## src/rtl/cordic_delta_seq.sv

```systemverilog
// ----------------------------------------------------------------------------
// cordic_delta_seq
//
// Self-sequencing CORDIC direction generator. It sits beside the x/y
// datapath. Each iteration it produces one rotation direction (delta) and
// the alpha ROM address (alpha_idx). It accumulates the residual angle z
// (e_out) from the ROM value alpha_i.
//
// Rotation mode (mode=0): z starts at theta, and delta follows the sign of z.
// Vectoring mode (mode=1): z starts at 0, and delta follows ~y_sign.
// All arithmetic on z wraps modulo 2^WIDTH.
//
// Ports:
//   clk, rst_n   rising-edge clock, asynchronous active-low reset
//   start        begin an operation (only honoured in IDLE)
//   mode         0 = rotation, 1 = vectoring (latched on start)
//   abort        cancel the operation in progress (ITER only)
//   theta        initial angle for rotation mode (latched on start)
//   alpha_i      atan(2^-i) from an external ROM addressed by alpha_idx
//   y_sign       sign of the datapath y register (live, vectoring mode)
//   alpha_idx    current iteration index
//   delta        direction for this iteration, 1 = add alpha
//   delta_valid  high on every iteration cycle
//   busy         high while iterating
//   done         one-cycle completion pulse
//   e_out        residual angle register
// ----------------------------------------------------------------------------
module cordic_delta_seq #(
    parameter int WIDTH = 16,
    parameter int ITER  = 16,
    parameter int IDX_W = 4
) (
    input  logic             clk,
    input  logic             rst_n,
    input  logic             start,
    input  logic             mode,
    input  logic             abort,
    input  logic [WIDTH-1:0] theta,
    input  logic [WIDTH-1:0] alpha_i,
    input  logic             y_sign,
    output logic [IDX_W-1:0] alpha_idx,
    output logic             delta,
    output logic             delta_valid,
    output logic             busy,
    output logic             done,
    output logic [WIDTH-1:0] e_out
);

    typedef enum logic [1:0] {
        S_IDLE = 2'd0,
        S_ITER = 2'd1,
        S_DONE = 2'd2
    } state_t;

    localparam logic [IDX_W-1:0] LAST_IDX = IDX_W'(ITER - 1);

    state_t                  state_q, state_d;
    logic signed [WIDTH-1:0] e_q, e_d;
    logic [IDX_W-1:0]        idx_q, idx_d;
    logic                    mode_q, mode_d;
    logic                    dir;

    // One micro-rotation of the angle accumulator; wrap-around is intended.
    function automatic logic signed [WIDTH-1:0] rotate_z(
        input logic signed [WIDTH-1:0] z,
        input logic signed [WIDTH-1:0] a,
        input logic                    add
    );
        return add ? (z + a) : (z - a);
    endfunction

    // Rotation drives z towards zero; vectoring drives y towards zero.
    assign dir = mode_q ? ~y_sign : e_q[WIDTH-1];

    always_comb begin
        state_d     = state_q;
        e_d         = e_q;
        idx_d       = idx_q;
        mode_d      = mode_q;
        busy        = 1'b0;
        delta_valid = 1'b0;
        delta       = 1'b0;
        done        = 1'b0;

        case (state_q)
            S_IDLE: begin
                // abort is ignored here, so start wins when both are high.
                if (start) begin
                    e_d     = mode ? '0 : $signed(theta);
                    mode_d  = mode;
                    idx_d   = '0;
                    state_d = S_ITER;
                end
            end

            S_ITER: begin
                busy        = 1'b1;
                delta_valid = 1'b1;
                delta       = dir;
                if (abort) begin
                    // Leave z untouched so the pre-abort residual stays visible.
                    idx_d   = '0;
                    state_d = S_IDLE;
                end else begin
                    e_d = rotate_z(e_q, $signed(alpha_i), dir);
                    if (idx_q == LAST_IDX) begin
                        idx_d   = '0;
                        state_d = S_DONE;
                    end else begin
                        idx_d = idx_q + IDX_W'(1);
                    end
                end
            end

            S_DONE: begin
                done    = 1'b1;
                idx_d   = '0;
                state_d = S_IDLE;
            end

            default: begin
                idx_d   = '0;
                state_d = S_IDLE;
            end
        endcase
    end

    always_ff @(posedge clk or negedge rst_n) begin
        if (!rst_n) begin
            state_q <= S_IDLE;
            e_q     <= '0;
            idx_q   <= '0;
            mode_q  <= 1'b0;
        end else begin
            state_q <= state_d;
            e_q     <= e_d;
            idx_q   <= idx_d;
            mode_q  <= mode_d;
        end
    end

    assign alpha_idx = idx_q;
    assign e_out     = e_q;

endmodule

```

## config.mk

```make
export PLATFORM = sky130hd
export DESIGN_NAME = cordic_delta_seq
export DESIGN_NICKNAME = d
export VERILOG_FILES = /design/src/rtl/cordic_delta_seq.sv
export SDC_FILE = /design/constraint.sdc
export NUM_CORES = 1
export LEC_CHECK = 0
export ABC_AREA = 1
export CORE_UTILIZATION = 46
export CTS_BUF_LIST = sky130_fd_sc_hd__clkbuf_2 sky130_fd_sc_hd__clkbuf_4 sky130_fd_sc_hd__clkbuf_8
export DETAILED_ROUTE_END_ITERATION = 8
export PLACE_DENSITY = 0.79
export REMOVE_ABC_BUFFERS = 1
export SLEW_MARGIN = 5
export SYNTH_ARGS = -nofsm -noshare
export SYNTH_HDL_FRONTEND = slang
export SYNTH_SLANG_ARGS = --single-unit
```

## constraint.sdc

```tcl
create_clock -name clk -period 2.5 [get_ports clk]
set_clock_uncertainty 0.2 [all_clocks]
set_input_delay 0.25 -clock clk [delete_from_list [all_inputs] [get_ports clk]]
set_output_delay 0.25 -clock clk [all_outputs]
set_load 0.02 [all_outputs]
```

# Word-level counts from Yosys, hierarchy flattened
# Cells that the tools add are included.
# classes
n_addsub,3
n_reduce_logical,5
eq_ne,6
n_mux,17
n_bitwise,1
# ops
op,count
16-bit 2-to-1 mux,4
16-bit one-hot mux with 2 select lines,1
16-bit adder,1
16-bit subtractor,1
4-bit 2-to-1 mux,3
4-bit one-hot mux with 2 select lines,1
2-bit 2-to-1 mux,3
4-bit by 1-bit adder with 4-bit output (second input constant),1
4-bit == test (second input constant),1
1-bit 2-to-1 mux,4
2-bit inequality test (second input constant),2
2-bit one-hot mux with 2 select lines,1
2-bit AND reduction,2
3-bit inequality test (second input constant),1
3-bit AND reduction,1
2-bit by 1-bit == test with 1-bit output (second input constant),1
2-bit == test (second input constant),1
2-bit zero test,1
2-bit nonzero test,1
1-bit inverter,1
# word_totals
reg_bits,23
input_bits,38

# Logic depth before layout (Yosys ltp)
# logic_depth
depth_word,5
ltp_mapped,20

# Worst setup path before layout
# No wires, ideal clock.
# synth_timing
path_type,reg2reg
from,"register e_q[15], in the netlist e_out[15]"
to,"register e_q[11], in the netlist e_out[11]"
stages_incl_launch_ff,15
required_ns,2.184
setup_ns,0.116
arrival_ns,2.251
path_slack_ns,-0.067
cell_sequence,dfrtp_1 > o21ai_1 > inv_1 > or2_2 > xor2_1 > ha_1 > nand2_1 > inv_1 > a21oi_1 > nand2_1 > nand2_1 > a21o_1 > nand3_1 > nand2_1 > nand2_1
# synth_between
elab_chain_len,4
# synth_lines
item,line,text
from (decl),58,"logic signed [WIDTH-1:0] e_q, e_d;"
from (signal assigned),131,e_q <= '0;
from (signal assigned),136,e_q <= e_d;
1-bit 2-to-1 mux,73,assign dir = mode_q ? ~y_sign : e_q[WIDTH-1];
16-bit 2-to-1 mux,69,return add ? (z + a) : (z - a);
16-bit 2-to-1 mux,100,if (abort) begin
16-bit one-hot mux with 2 select lines,85,case (state_q)
# Every way passes these cells. The select of a mux whose other input is x is not followed.
# A chain may end at the register's enable or synchronous reset.

# Final worst setup path
# layout_timing
from,register mode_q
to,"register e_q[6], in the netlist e_out[6]"
# layout_between
elab_chain_len,4
# layout_lines
item,line,text
from (decl),60,"logic mode_q, mode_d;"
from (signal assigned),138,mode_q <= mode_d;
1-bit 2-to-1 mux,73,
16-bit 2-to-1 mux,69,
16-bit 2-to-1 mux,100,
16-bit one-hot mux with 2 select lines,85,
# Every way passes these cells. The select of a mux whose other input is x is not followed.

==> reports/results.ini <==
[finish]
area_growth_syn_to_layout_pct=70.3
stdcell_count=549
drive_gt1_frac=0.369
multi_input_area_um2=1990
diodes=0
final_nets=543
fillers=290
seqCellArea_um2=576

[yosys]
syn_area_um2=2370
synth-adder-area-share=0.119
ys_types=35
yosys_warnings=0
yosys.area_share.simple=0.311
synth_top_area_cell=dfrtp_1
synth.avg_cell_area_um2=6.71
synthCells=354
synth_top_family_by_area=simple AND/OR/NAND/NOR gates
ys_top_cells_by_area=dfrtp_1, nand2_1, ha_1, nor2_1, xor2_1
muxShareOfSynthArea=0
synth_top_area_frac=0.242
ys_seq_area_frac=0.242
synth_compound_area_frac=0.152
yosys_register_bits=23
synth_xor_area_frac=0.0774

[drt]
via_per_inst=5.66
drt_wl_total_um=9750
drt_iter0_drc=328
wl_per_cell_um=17.8
drc=0
first_pass_iters=5
vias=3106
ant_nets=0

[worst_setup_path]
worstPathCellList=o21ai_4 -> inv_4 -> buf_4 -> o21ai_4 -> xor2_2 -> buf_4 -> ha_1 -> nand2_1 -> nand2_1 -> inv_1 -> nand2_2 -> buf_4 -> xor2_1 -> nand2_1 -> a21oi_1
worstSetupStartpoint=mode_q
worstSetupPathType=reg -> reg
cp_slowest_stage_delay_ps=450
rrSetupSlack_ps=-370
worstPathArrival_ps=2880
endpoint_kind=register
cp_max_fo=5
ff2ff_path_depth=15
crit_path_start_kind=register
worstPathRequired_ps=2510
slowest_stage=dfrtp_1
r2r-start=mode_q

[timing]
rsz0062_at_grt=yes
fin_crit_sh=1.15
tightest_slew_ps=589
hold_viol_final=0
setup_violations=11
fmax_mhz=348
fin_ws_ps=-370
min_period_ps=2870
drv_slew=0
slew_headroom=0.605

[cts]
clk_latency_ps=280
htreeDepth=1
clk_pin_slew_ps=100
cts_tree=yes
cts-hold-fix-buffers=0
cts_buffers=3
cts-root-buf=clkbuf_8
clockBufferDepth=2
cts.sinks=23

[global_routing]
grt_max_degree=24
grt_pass1_vias=2744
overflow=0
gr-usage-all-layers=0.304
antenna_found_initial=0
grt_pass1_wl_um=12600

[die]
core_area_um2=4850
rows=25
die_area_um2=5450
start_util=0.490
fp.dieW_um=73.9
io_pins=62
die_y_um=73.9

[outcome]
failed_checks=negative setup slack
outcome=finished, violations left

[min_path]
hold_class=in -> async

[placed_design]
globalplace.congestion=0.900
hpwlAfterDp_um=5100
port_buffers=61
placed_cells=516

[run]
max_cap_viol_count=0

-- critical path: cells and delay by family, from the launching register on --
kind,cells,cell delay [ps]
AOI/OAI and AO/OA,3,530
buffers and inverters,5,640
xor gates and xnor gates,2,370
DFF,1,450
and+or+nand+nor,4,370
adders and majority gates,1,220
-- layer usage --
metal | track usage | wire length (um)
met5 | 0 | 0
met4 | 0.0962 | 560
met3 | 0.0274 | 756
met2 | 0.538 | 4680
met1 | 0.388 | 3760
-- synth_stat cells (all sizes together) --
| master | n |
|---|---|
| a21o | 1 |
| nor3 | 2 |
| nand2 | 95 |
| ha | 21 |
| xnor2 | 4 |
| buf | 8 |
| a21oi | 30 |
| clkinv | 1 |
| o21a | 1 |
| nor4 | 1 |
| a31oi | 14 |
| fa | 1 |
| nor2 | 48 |
| a21boi | 1 |
| dfrtp | 23 |
| and2 | 1 |
| or2 | 2 |
| o21ai | 12 |
| inv | 43 |
| xor2 | 17 |
| nand3b | 3 |
| o21bai | 1 |
| nand3 | 24 |
-- cell type report --
cell class / instances / share of cell area
Sequential cell: 23 / 0.142
Inverter: 44 / 0.0433
Timing Repair Buffer: 132 / 0.289
Clock inverter: 1 / 0.00124
Clock buffer: 3 / 0.0102
Tap cell: 67 / 0.0207
Multi-Input combinational cell: 279 / 0.493
-- sequential cells by signal (all words and copies together) (netlist names) --
signal,flops
state_q,2
e_out,16
alpha_idx,4
mode_q,1
-- cells by family (layout without fill, tap and decap cells) --
family	Yosys count	count (layout)
and+or+nand+nor	176	176
AOI/OAI and AO/OA	60	60
buffers and inverters	52	180
DFF	23	23
adders and majority gates	22	22
xor gates and xnor gates	21	21
-- what timing repair did --
| action | CTS | global route |
|---|---|---|
| resized for setup | 66 | 60 |
| gates cloned | 1 | 0 |
| pin swaps | 51 | 44 |
| endpoints found under the setup margin | 12 | 13 |
| endpoints found under the hold margin | 0 | 0 |
| setup buffers | 19 | 10 |
-- per-stage QoR --
stage,instance area [um^2],utilization,hold WS [ps],setup slack (ps),TNS [ps]
after floorplan,2310,-,-246,-480,-4460
after global placement,3320,0.685,295,-624,-5830
after detailed placement,3320,0.685,306,-719,-6670
after CTS,3730,0.769,132,-151,-1200
after global routing,4050,0.834,183,-512,-3840
final,4050,0.834,123,-370,-2790
-- cell usage in the layout (no fill, tap or decap), types with 4 or more instances in the layout --
| master | count |
|---|---|
| a21oi_1 | 12 |
| a21oi_2 | 16 |
| a31oi_1 | 13 |
| buf_4 | 65 |
| buf_6 | 6 |
| clkdlybuf4s50_1 | 55 |
| dfrtp_1 | 23 |
| ha_1 | 13 |
| ha_4 | 7 |
| inv_1 | 31 |
| inv_2 | 9 |
| nand2_1 | 72 |
| nand2_2 | 22 |
| nand3_1 | 16 |
| nand3_2 | 8 |
| nor2_1 | 36 |
| nor2_2 | 7 |
| nor2_4 | 4 |
| o21ai_4 | 4 |
| xor2_1 | 13 |
-- final timing paths --
check / endpoint
min in group clk: alpha_idx[1]
worst min-delay path: e_out[0]
worst min register to register: alpha_idx[1]
worst max-delay path: e_out[6]
worst max register to register: e_out[6]
max in group asynchronous: e_out[12]
Power is left out: the tool's default activity adds up to more than one toggle a clock period on the data nets, which glitch-free logic cannot reach.
